**config.mk**
```make
export PLATFORM = sky130hd
export DESIGN_NAME = mem_stage_flat
export DESIGN_NICKNAME = d
export VERILOG_FILES = /design/src/rtl/mem_pkg.sv /design/src/rtl/mem_stage_if.sv /design/src/rtl/load_align.sv /design/src/rtl/mem_stage.sv /design/src/flat_wrapper.sv
export SDC_FILE = /design/constraint.sdc
export NUM_CORES = 1
export LEC_CHECK = 0
export CAP_MARGIN = 10
export CORE_MARGIN = 2
export CORE_UTILIZATION = 49
export CTS_BUF_LIST = sky130_fd_sc_hd__clkbuf_8
export CTS_CLUSTER_DIAMETER = 80
export CTS_CLUSTER_SIZE = 14
export DETAILED_ROUTE_END_ITERATION = 8
export PLACE_DENSITY = 0.82
export SLEW_MARGIN = 20
export SYNTH_ARGS = -nofsm -noshare
export SYNTH_HDL_FRONTEND = slang
export SYNTH_HIERARCHICAL = 1
export SYNTH_SLANG_ARGS = --single-unit
```
**constraint.sdc**
```tcl
create_clock -name clk -period 2.6 [get_ports clk]
set_clock_uncertainty 0.15 [all_clocks]
set_input_delay 0.78 -clock clk [delete_from_list [all_inputs] [get_ports clk]]
set_output_delay 0.78 -clock clk [all_outputs]
set_load 0.02 [all_outputs]
```
**src/rtl/mem_pkg.sv**
```systemverilog
// Shared definitions for the memory-access stage: funct3 codes, FSM state
// type and the small encode/decode helpers used by the stage and its aligner.
package mem_pkg;

  localparam logic [2:0] F3_B  = 3'b000;
  localparam logic [2:0] F3_H  = 3'b001;
  localparam logic [2:0] F3_W  = 3'b010;
  localparam logic [2:0] F3_BU = 3'b100;
  localparam logic [2:0] F3_HU = 3'b101;

  typedef enum logic [1:0] {
    ST_IDLE = 2'd0,
    ST_REQ  = 2'd1,
    ST_WAIT = 2'd2
  } state_t;

  // Halfword accesses need an even address, word accesses a 4-byte aligned one.
  function automatic logic misaligned(input logic [2:0] f3, input logic [1:0] off);
    case (f3[1:0])
      2'b01:   return off[0];
      2'b10:   return off != 2'b00;
      default: return 1'b0;
    endcase
  endfunction

  // Any access that must retire immediately with a fault instead of touching memory.
  function automatic logic access_fault(input logic rd_op, input logic wr_op,
                                        input logic [2:0] f3, input logic [1:0] off);
    logic bad_load;
    logic bad_store;
    bad_load  = rd_op && (f3 == 3'b011 || f3 == 3'b110 || f3 == 3'b111);
    bad_store = wr_op && !(f3 == F3_B || f3 == F3_H || f3 == F3_W);
    return (rd_op && wr_op) || bad_load || bad_store ||
           ((rd_op || wr_op) && misaligned(f3, off));
  endfunction

  // Byte-enable lanes for an access of the given width at the given offset.
  function automatic logic [3:0] store_be(input logic [2:0] f3, input logic [1:0] off);
    case (f3[1:0])
      2'b00:   return 4'b0001 << off;
      2'b01:   return 4'b0011 << off;
      default: return 4'b1111;
    endcase
  endfunction

  // Replicate the store operand so the addressed lanes carry it whatever the offset.
  function automatic logic [31:0] store_wdata(input logic [2:0] f3, input logic [31:0] data);
    case (f3[1:0])
      2'b00:   return {4{data[7:0]}};
      2'b01:   return {2{data[15:0]}};
      default: return data;
    endcase
  endfunction

endpackage

```
**src/rtl/mem_stage_if.sv**
```systemverilog
// Data-memory request/grant/response bus between the MEM stage and the memory.
interface mem_stage_if;
  logic        dmem_req;
  logic        dmem_we;
  logic [31:0] dmem_addr;
  logic [31:0] dmem_wdata;
  logic [3:0]  dmem_be;
  logic        dmem_gnt;
  logic        dmem_rvalid;
  logic [31:0] dmem_rdata;

  modport master (
    output dmem_req, dmem_we, dmem_addr, dmem_wdata, dmem_be,
    input  dmem_gnt, dmem_rvalid, dmem_rdata
  );

  modport slave (
    input  dmem_req, dmem_we, dmem_addr, dmem_wdata, dmem_be,
    output dmem_gnt, dmem_rvalid, dmem_rdata
  );
endinterface

```
**src/rtl/load_align.sv**
```systemverilog
// Selects the addressed byte/half of a load response and sign- or zero-extends it.
module load_align
  import mem_pkg::*;
(
  input  logic [31:0] rdata,
  input  logic [1:0]  off,
  input  logic [2:0]  funct3,
  output logic [31:0] result
);

  logic [7:0]  byte_sel;
  logic [15:0] half_sel;

  assign byte_sel = rdata[{off, 3'b000} +: 8];
  assign half_sel = off[1] ? rdata[31:16] : rdata[15:0];

  // Extend the selected lane according to the load width and signedness.
  always_comb begin
    // NOTE: default assignment first so no path through the case leaves result unassigned (no latch).
    result = rdata;
    case (funct3)
      F3_B:    result = {{24{byte_sel[7]}}, byte_sel};
      F3_BU:   result = {24'h0, byte_sel};
      F3_H:    result = {{16{half_sel[15]}}, half_sel};
      F3_HU:   result = {16'h0, half_sel};
      default: result = rdata;
    endcase
  end

endmodule

```
**src/rtl/mem_stage.sv**
```systemverilog
// RV32I MEM stage: one operation at a time, drives the dmem bus for loads and
// stores, stalls EX while a transaction is outstanding, registers MEM/WB fields.
module mem_stage
  import mem_pkg::*;
(
  input  logic              clk,
  input  logic              rst_n,
  input  logic              ex_valid,
  output logic              ex_ready,
  input  logic [31:0]       ex_result,
  input  logic [31:0]       store_data,
  input  logic [2:0]        funct3,
  input  logic              mem_rd,
  input  logic              mem_wr,
  input  logic [4:0]        rd,
  input  logic              werf,
  input  logic              wb_sel,
  mem_stage_if.master       dmem,
  output logic              wb_valid,
  output logic [31:0]       wb_mem_data,
  output logic [31:0]       wb_ex_result,
  output logic [4:0]        wb_rd,
  output logic              wb_werf,
  output logic              wb_sel_q,
  output logic              mem_fault
);

  state_t      state;
  logic [31:0] op_addr;
  logic [2:0]  op_f3;
  logic [4:0]  op_rd;
  logic        op_werf;
  logic        op_sel;
  logic [31:0] load_data;
  logic        is_mem;
  logic        fault;

  assign ex_ready = (state == ST_IDLE);
  assign is_mem   = mem_rd | mem_wr;
  assign fault    = access_fault(mem_rd, mem_wr, funct3, ex_result[1:0]);

  load_align u_align (
    .rdata  (dmem.dmem_rdata),
    .off    (op_addr[1:0]),
    .funct3 (op_f3),
    .result (load_data)
  );

  // FSM, dmem request registers and MEM/WB output register.
  always_ff @(posedge clk or negedge rst_n) begin
    if (!rst_n) begin
      state           <= ST_IDLE;
      op_addr         <= '0;
      op_f3           <= '0;
      op_rd           <= '0;
      op_werf         <= 1'b0;
      op_sel          <= 1'b0;
      dmem.dmem_req   <= 1'b0;
      dmem.dmem_we    <= 1'b0;
      dmem.dmem_addr  <= '0;
      dmem.dmem_wdata <= '0;
      dmem.dmem_be    <= '0;
      wb_valid        <= 1'b0;
      wb_mem_data     <= '0;
      wb_ex_result    <= '0;
      wb_rd           <= '0;
      wb_werf         <= 1'b0;
      wb_sel_q        <= 1'b0;
      mem_fault       <= 1'b0;
    end else begin
      // NOTE: non-blocking assignments throughout; these pulse defaults are overridden later in the same block.
      wb_valid  <= 1'b0;
      wb_werf   <= 1'b0;
      mem_fault <= 1'b0;
      case (state)
        ST_IDLE: begin
          if (ex_valid) begin
            op_addr <= ex_result;
            op_f3   <= funct3;
            op_rd   <= rd;
            op_werf <= werf;
            op_sel  <= wb_sel;
            if (is_mem && !fault) begin
              state           <= ST_REQ;
              dmem.dmem_req   <= 1'b1;
              dmem.dmem_we    <= mem_wr;
              dmem.dmem_addr  <= {ex_result[31:2], 2'b00};
              dmem.dmem_be    <= store_be(funct3, ex_result[1:0]);
              dmem.dmem_wdata <= store_wdata(funct3, store_data);
            end else begin
              // Non-memory and faulting ops retire straight from IDLE.
              wb_valid     <= 1'b1;
              wb_mem_data  <= '0;
              wb_ex_result <= ex_result;
              wb_rd        <= rd;
              wb_werf      <= werf & ~fault;
              wb_sel_q     <= wb_sel;
              mem_fault    <= fault;
            end
          end
        end
        ST_REQ: begin
          if (dmem.dmem_gnt) begin
            dmem.dmem_req <= 1'b0;
            dmem.dmem_we  <= 1'b0;
            if (dmem.dmem_we) begin
              state        <= ST_IDLE;
              wb_valid     <= 1'b1;
              wb_mem_data  <= '0;
              wb_ex_result <= op_addr;
              wb_rd        <= op_rd;
              wb_werf      <= op_werf;
              wb_sel_q     <= op_sel;
            end else begin
              state <= ST_WAIT;
            end
          end
        end
        ST_WAIT: begin
          if (dmem.dmem_rvalid) begin
            state        <= ST_IDLE;
            wb_valid     <= 1'b1;
            wb_mem_data  <= load_data;
            wb_ex_result <= op_addr;
            wb_rd        <= op_rd;
            wb_werf      <= op_werf;
            wb_sel_q     <= op_sel;
          end
        end
        default: state <= ST_IDLE;
      endcase
    end
  end

endmodule

```
**src/flat_wrapper.sv**
```systemverilog
// flat-port wrapper written by rule: the top's interface ports become plain ports
module mem_stage_flat import mem_pkg::*;
  (clk, rst_n, ex_valid, ex_ready, ex_result, store_data, funct3, mem_rd, mem_wr, rd, werf, wb_sel, wb_valid, wb_mem_data, wb_ex_result, wb_rd, wb_werf, wb_sel_q, mem_fault, dmem_dmem_req, dmem_dmem_we, dmem_dmem_addr, dmem_dmem_wdata, dmem_dmem_be, dmem_dmem_gnt, dmem_dmem_rvalid, dmem_dmem_rdata);
  mem_stage_if dmem_i ();
  input  logic clk;
  input  logic rst_n;
  input  logic ex_valid;
  output logic ex_ready;
  input  logic [31:0] ex_result;
  input  logic [31:0] store_data;
  input  logic [2:0] funct3;
  input  logic mem_rd;
  input  logic mem_wr;
  input  logic [4:0] rd;
  input  logic werf;
  input  logic wb_sel;
  output logic wb_valid;
  output logic [31:0] wb_mem_data;
  output logic [31:0] wb_ex_result;
  output logic [4:0] wb_rd;
  output logic wb_werf;
  output logic wb_sel_q;
  output logic mem_fault;
  output wire logic [$bits(dmem_i.dmem_req)-1:0] dmem_dmem_req;
  output wire logic [$bits(dmem_i.dmem_we)-1:0] dmem_dmem_we;
  output wire logic [$bits(dmem_i.dmem_addr)-1:0] dmem_dmem_addr;
  output wire logic [$bits(dmem_i.dmem_wdata)-1:0] dmem_dmem_wdata;
  output wire logic [$bits(dmem_i.dmem_be)-1:0] dmem_dmem_be;
  input wire logic [$bits(dmem_i.dmem_gnt)-1:0] dmem_dmem_gnt;
  input wire logic [$bits(dmem_i.dmem_rvalid)-1:0] dmem_dmem_rvalid;
  input wire logic [$bits(dmem_i.dmem_rdata)-1:0] dmem_dmem_rdata;
  assign dmem_dmem_req = dmem_i.dmem_req;
  assign dmem_dmem_we = dmem_i.dmem_we;
  assign dmem_dmem_addr = dmem_i.dmem_addr;
  assign dmem_dmem_wdata = dmem_i.dmem_wdata;
  assign dmem_dmem_be = dmem_i.dmem_be;
  assign dmem_i.dmem_gnt = dmem_dmem_gnt;
  assign dmem_i.dmem_rvalid = dmem_dmem_rvalid;
  assign dmem_i.dmem_rdata = dmem_dmem_rdata;
  mem_stage u_core (.clk(clk), .rst_n(rst_n), .ex_valid(ex_valid), .ex_ready(ex_ready), .ex_result(ex_result), .store_data(store_data), .funct3(funct3), .mem_rd(mem_rd), .mem_wr(mem_wr), .rd(rd), .werf(werf), .wb_sel(wb_sel), .dmem(dmem_i), .wb_valid(wb_valid), .wb_mem_data(wb_mem_data), .wb_ex_result(wb_ex_result), .wb_rd(wb_rd), .wb_werf(wb_werf), .wb_sel_q(wb_sel_q), .mem_fault(mem_fault));
endmodule
```
After elaboration in Yosys (flattened, before gate mapping)
Cells that the tools add are included.
{"block": "classes", "n_eq_ne": 18, "n_shift": 3, "muxes": 57, "bitwise_logic": 3, "n_reduce_logical": 27}
{"op": "2-to-1 mux 32 bit", "n": 10}
{"op": "case mux 32 bit (3 select lines)", "n": 2}
{"op": "case mux 32 bit (4 select lines)", "n": 1}
{"op": "case mux 32 bit (2 select lines)", "n": 1}
{"op": "variable part select 32 x 6 -> 8 bit", "n": 1}
{"op": "2-to-1 mux 5 bit", "n": 5}
{"op": "2-to-1 mux 1 bit", "n": 23}
{"op": "2-to-1 mux 16 bit", "n": 1}
{"op": "case mux 5 bit (3 select lines)", "n": 1}
{"op": "== test 3 bit, second input constant", "n": 4}
{"op": "2-to-1 mux 2 bit", "n": 5}
{"op": "case mux 1 bit (3 select lines)", "n": 3}
{"op": "logical OR 1 bit", "n": 8}
{"op": "!= test 2 bit, second input constant", "n": 4}
{"op": "case mux 4 bit (2 select lines)", "n": 1}
{"op": "AND reduction 4 bit", "n": 2}
{"op": "== test 3 x 1 -> 1 bit, second input constant", "n": 2}
{"op": "== test 3 x 2 -> 1 bit, second input constant", "n": 2}
{"op": "logical NOT 3 bit", "n": 2}
{"op": "case mux 1 bit (2 select lines)", "n": 3}
{"op": "case mux 2 bit (3 select lines)", "n": 1}
{"op": "AND reduction 6 bit", "n": 1}
{"op": "logical AND 1 bit", "n": 5}
{"op": "== test 2 x 1 -> 1 bit, second input constant", "n": 2}
{"op": "other kinds (13)", "n": 18}
{"block": "totals", "regBits": 185, "in_bits": 113, "elab_cells": 126}

Logic depth before layout (Yosys ltp)
{"block": "depth", "word_depth": 12, "mapped_depth": 11, "mapped_depth_nobuf": 7}

Cells and area by module
The synthesis kept the hierarchy.
{"module": "mem_stage", "instances": 1, "cells_per_inst": 682, "area_each_um2": 7940.1}
{"module": "load_align", "instances": 1, "cells_per_inst": 96, "area_each_um2": 845.8}

Least setup slack after synthesis
Ideal clock, no wire load.
{"block": "synth_timing", "path_kind": "input-to-reg", "start": "input port funct3[0]", "end": "register u_core.wb_ex_result[16]", "setup_ps": 77, "arrival_time_ps": 2451, "setup_slack_ps": -78, "cell_stages": 10, "cell_sequence": "inv_1 > ha_1 > buf_2 > or3_1 > a21oi_2 > nor4_2 > or2_1 > buf_6 > buf_6 > o21ai_1"}
{"block": "synth_via", "elab_chain_cells": 11}
{"element": "from (decl)", "line": "flat_wrapper.sv:11", "text": "input logic [2:0] funct3;"}
{"element": "== test 3 x 2 -> 1 bit (tied with other cells)", "line": "mem_pkg.sv:31", "text": "bad_load = rd_op && (f3 == 3'b011 || f3 == 3'b110 || f3 == 3'b111);"}
{"element": "logical OR 1 bit (on tied branches) (2 in a row)", "line": "mem_pkg.sv:31, mem_pkg.sv:32"}
{"element": "logical AND 1 bit / logical NOT 1 bit (equally long branches)", "line": "mem_pkg.sv:31, mem_pkg.sv:32"}
{"element": "logical OR 1 bit / logical AND 1 bit (equally long branches)", "line": "mem_pkg.sv:33, mem_pkg.sv:32"}
{"element": "logical OR 1 bit", "line": "mem_pkg.sv:33", "text": "return (rd_op && wr_op) || bad_load || bad_store ||"}
{"element": "logical OR 1 bit (*)", "line": "mem_pkg.sv:33"}
{"element": "logical NOT 1 bit (*)", "line": "mem_stage.sv:83", "text": "if (is_mem && !fault) begin"}
{"element": "logical AND 1 bit (*)", "line": "mem_stage.sv:83"}
{"element": "!= test 2 bit (no source line) (*)"}
{"element": "AND reduction 6 bit (no source line) (*)"}
{"element": "to (signal assigned)", "line": "mem_stage.sv:94", "text": "wb_ex_result <= ex_result;"}
{"element": "to (signal assigned)", "line": "mem_stage.sv:110", "text": "wb_ex_result <= op_addr;"}
{"element": "to (signal assigned)", "line": "mem_stage.sv:124", "text": "wb_ex_result <= op_addr;"}
{"element": "to (decl)", "line": "mem_stage.sv:21", "text": "output logic [31:0] wb_ex_result,"}
Mark *: on every way between the ends. The rest lies on a longest branch, timed or not.
A chain may end at the register's enable or synchronous reset.

Worst setup path after layout
{"block": "layout_timing", "start": "input port funct3[2]", "end": "register u_core.dmem.dmem_wdata[12]"}
{"block": "layout_via", "elab_chain_cells": 10}
{"element": "== test 3 x 2 -> 1 bit (tied with other cells)", "line": "mem_pkg.sv:31"}
{"element": "logical OR 1 bit (on tied branches) (2 in a row)", "line": "mem_pkg.sv:31, mem_pkg.sv:32"}
{"element": "logical AND 1 bit / logical NOT 1 bit (equally long branches)", "line": "mem_pkg.sv:31, mem_pkg.sv:32"}
{"element": "logical OR 1 bit / logical AND 1 bit (equally long branches)", "line": "mem_pkg.sv:33, mem_pkg.sv:32"}
{"element": "logical OR 1 bit (*) (2 in a row)", "line": "mem_pkg.sv:33"}
{"element": "logical NOT 1 bit (*)", "line": "mem_stage.sv:83"}
{"element": "logical AND 1 bit (*)", "line": "mem_stage.sv:83"}
{"element": "AND reduction 3 bit (no source line) (*)"}
{"element": "to (signal assigned)", "line": "mem_stage.sv:89", "text": "dmem.dmem_wdata <= store_wdata(funct3, store_data);"}
{"element": "to (decl)", "line": "mem_stage_if.sv:13", "text": "output dmem_req, dmem_we, dmem_addr, dmem_wdata, dmem_be,"}
Marked as above.

==> results_dict.tcl <==
set metrics [dict create \
    final_area_um2 12400 \
    max_slew.worst_pin.slew_ps 621 \
    cp-end-kind "register" \
    fin_util_pct 71.2 \
    io_pins 257 \
    num_vias 7303 \
    layout_commonest_cell "clkdlybuf4s50_1" \
    final_cell_mix "clkdlybuf4s50_1, dfrtp_1, o21ai_0, o21ai_1, mux2i_1" \
    holdCritPathClass "input pin to asynchronous set/reset pin" \
    synth_ff_type "dfrtp_1" \
    synth_edf_count 0 \
    syn_area_per_cell_um2 11.3 \
    path_clk_slew_ps 100 \
    start_kind "input pin" \
    synth_area_um2 8790 \
    clkSinkCount 185 \
    cp.required_ps 2820 \
    syn_inst 778 \
    drv_cap 0 \
    htree_levels 4 \
    rows 48 \
    viasPerCell 5.69 \
    final_nets 1167 \
    numCtsBuffers 17 \
    dieArea_um2 19000 \
    path_class "input pin to register" \
    clockBufferDepth 2 \
    yosys_warnings 6 \
    startpoint "funct3[2]" \
    start_util_pct 50.4 \
    power_frac_seq_pct 32.0 \
    diodes 0 \
    n_fill_cell 1236 \
    synth_async_sr_flop_share_pct 100 \
    cellPowerDensity_nw_per_um2 1230 \
    drt.antenna.violating_nets 0 \
    clk_latency_ps 450 \
    rsz0062_at_grt "false" \
    ys_types 54 \
    dpl.hpwl_um 16700 \
    synth.yosys.seq_area_share_pct 52.7 \
    p_sw_share_pct 39.8 \
    p_leak_nw 5.16 \
    outcome "completed" \
    root_buffer "clkbuf_8" \
    clockPowerShare_pct 13.5 \
    portBuffers 254 \
    worstReg2RegEnd "u_core/wb_ex_result[9]" \
    path_max_fanout 28 \
    wl_um 24900 \
    grt_use_total_pct 26.7 \
    reg2reg_depth 8 \
    r2r-start "u_core/state[0]" \
    final_hold_viol_count 0 \
    area_growth_pct 41.2 \
    first_iter_violations 513 \
    cts_tree "built" \
    core_um2 17400 \
    die_h_um 138 \
    ys_ff_latch 185 \
    grt_overflow 0 \
    dr.pass1.iters 5 \
    combPwrFrac_pct 54.5 \
    ir_drop_mv 0.838 \
    fin_crit_sh_pct 99.4 \
    rrSetupSlack_ps 220 \
    gp_congestion 0.820 \
    grt_pass1_vias 7506 \
    layout-drive-gt1-share_pct 16.6 \
    fmax_mhz 387 \
    drc 0 \
    internal_power_w 0.00920 \
    final_cells 1284 \
    dpl-instance-area_um2 11800 \
    worstPathArrival_ps 2810 \
    p_sw_w 0.00609 \
    antenna_found_initial 0 \
    hold_ws_ps 163 \
    fin_crit_ps 2580 \
    finalMaxSlewViolations 0 \
    endpoint "u_core/dmem.dmem_wdata[12]" \
    die_w_um 138 \
    maxSlewHeadroom_pct 58.6 \
    grt_max_degree 71 \
    routedWlPerCell_um 19.4 \
    dp.cells 1245 \
    setup-violations-final 0 \
    grt_pass1_wl_um 39100 \
]
-- synthesized netlist by cell type, drive strengths merged (3+ instances only) --
master,instances,area (um2)
nand2,41,154
clkbuf,36,135
nor2,48,180
o221ai,5,43.8
o21ai,145,729
a22o,10,87.6
mux2,84,950
a221o,6,60.1
dfrtp,185,4630
a2bb2oi,20,263
nor3,4,20.0
o21a,3,22.5
buf,27,220
ha,8,100
nor2b,11,68.8
a21oi,46,234
a22oi,9,81.3
mux2i,53,531
inv,8,30.0
-- stage by stage --
step | worst slack (ps) | total power (W) | TNS, ps
2_1_floorplan | -7.65 | 0.00966 | -501
3_3_place_gp | -636 | 0.0127 | -83750
3_5_place_dp | -762 | 0.0129 | -94240
4_1_cts | 20.9 | 0.0153 | 0
5_1_grt | 5.72 | 0.0162 | 0
6_report | 16.2 | 0.0153 | 0
-- kinds of logic (layout without fill, tap and decap cells) --
logic type      count (synthesis)  count (layout)  share of synthesized area (%)
buf+inv                        72             352                           4.43
flops                         185             185                           52.7
fa+ha+maj                       8               8                           1.14
compound gates                255             255                           18.5
simple gates                  120             120                           6.35
mux                           137             137                           16.8
other cells                     1               2                         0.0427
-- how the worst min path moves through the flow --
| stage | end | slack (ps) |
|---|---|---|
| global route | u_core/dmem.dmem_addr[28] | 170 |
| CTS | u_core/dmem.dmem_addr[29] | 150 |
| floorplan | u_core/op_f3[0] | 300 |
| finish | u_core/dmem.dmem_addr[28] | 160 |
| global placement | u_core/dmem.dmem_addr[18] | 320 |
| detailed placement | u_core/dmem.dmem_addr[7] | 320 |
-- layer usage --
layer,vias up,part of all wire [%],GRT usage (%)
met5,-,0,0
met4,0,3.1,11.2
met3,56,9.4,8.95
met2,314,47,41.8
met1,3599,40,34.1
li1,3334,-,-
-- area by class of cell --
cell class	count	area (um2)	area share, %
Clock buffer	22	303	2.44
Clock inverter	10	128	1.03
Inverter	9	33.8	0.272
Multi-Input combinational cell	522	3830	30.9
Sequential cell	185	4630	37.3
Tap cell	225	282	2.27
Timing Repair Buffer	311	3190	25.8
-- worst max-delay path: stages --
cell	delay (ps)
clkdlybuf4s50_1	480
a211oi_2	320
a21oi_4	90
nor4_4	280
buf_4	190
clkbuf_16	220
buf_4	200
nor2_2	50
a21oi_1	180
-- power by group through the flow --
| stage | Clock (W) | Sequential (W) | Combinational [W] |
|---|---|---|---|
| final | 0.00206 | 0.00489 | 0.00833 |
| after CTS | 0.00212 | 0.00489 | 0.00833 |
| after global routing | 0.00222 | 0.00506 | 0.00891 |
| after detailed placement | 0 | 0.00494 | 0.00795 |
| after global placement | 0 | 0.00487 | 0.00779 |
| after floorplan | 0 | 0.00592 | 0.00374 |
-- repair_timing --
item | in CTS | in global routing
buffers inserted | 1 | 2
gates resized for setup | 15 | 10
gates cloned | 3 | 1
hold buffers | 0 | 0
endpoints found under the setup margin | 130 | 66
pin swaps | 3 | 4
-- state kept, by name, indices dropped and copies added, names as in the netlist --
name,cells
u_core/wb_valid,1
u_core/op_werf,1
u_core/state,2
u_core/op_f3,3
u_core/dmem.dmem_req,1
u_core/wb_werf,1
u_core/wb_sel_q,1
u_core/mem_fault,1
u_core/dmem.dmem_addr,30
u_core/dmem.dmem_we,1
u_core/wb_rd,5
u_core/dmem.dmem_wdata,32
u_core/wb_ex_result,32
u_core/op_addr,32
u_core/wb_mem_data,32
u_core/op_sel,1
u_core/op_rd,5
u_core/dmem.dmem_be,4
No activity file was read; power rests on OpenSTA's default activity.
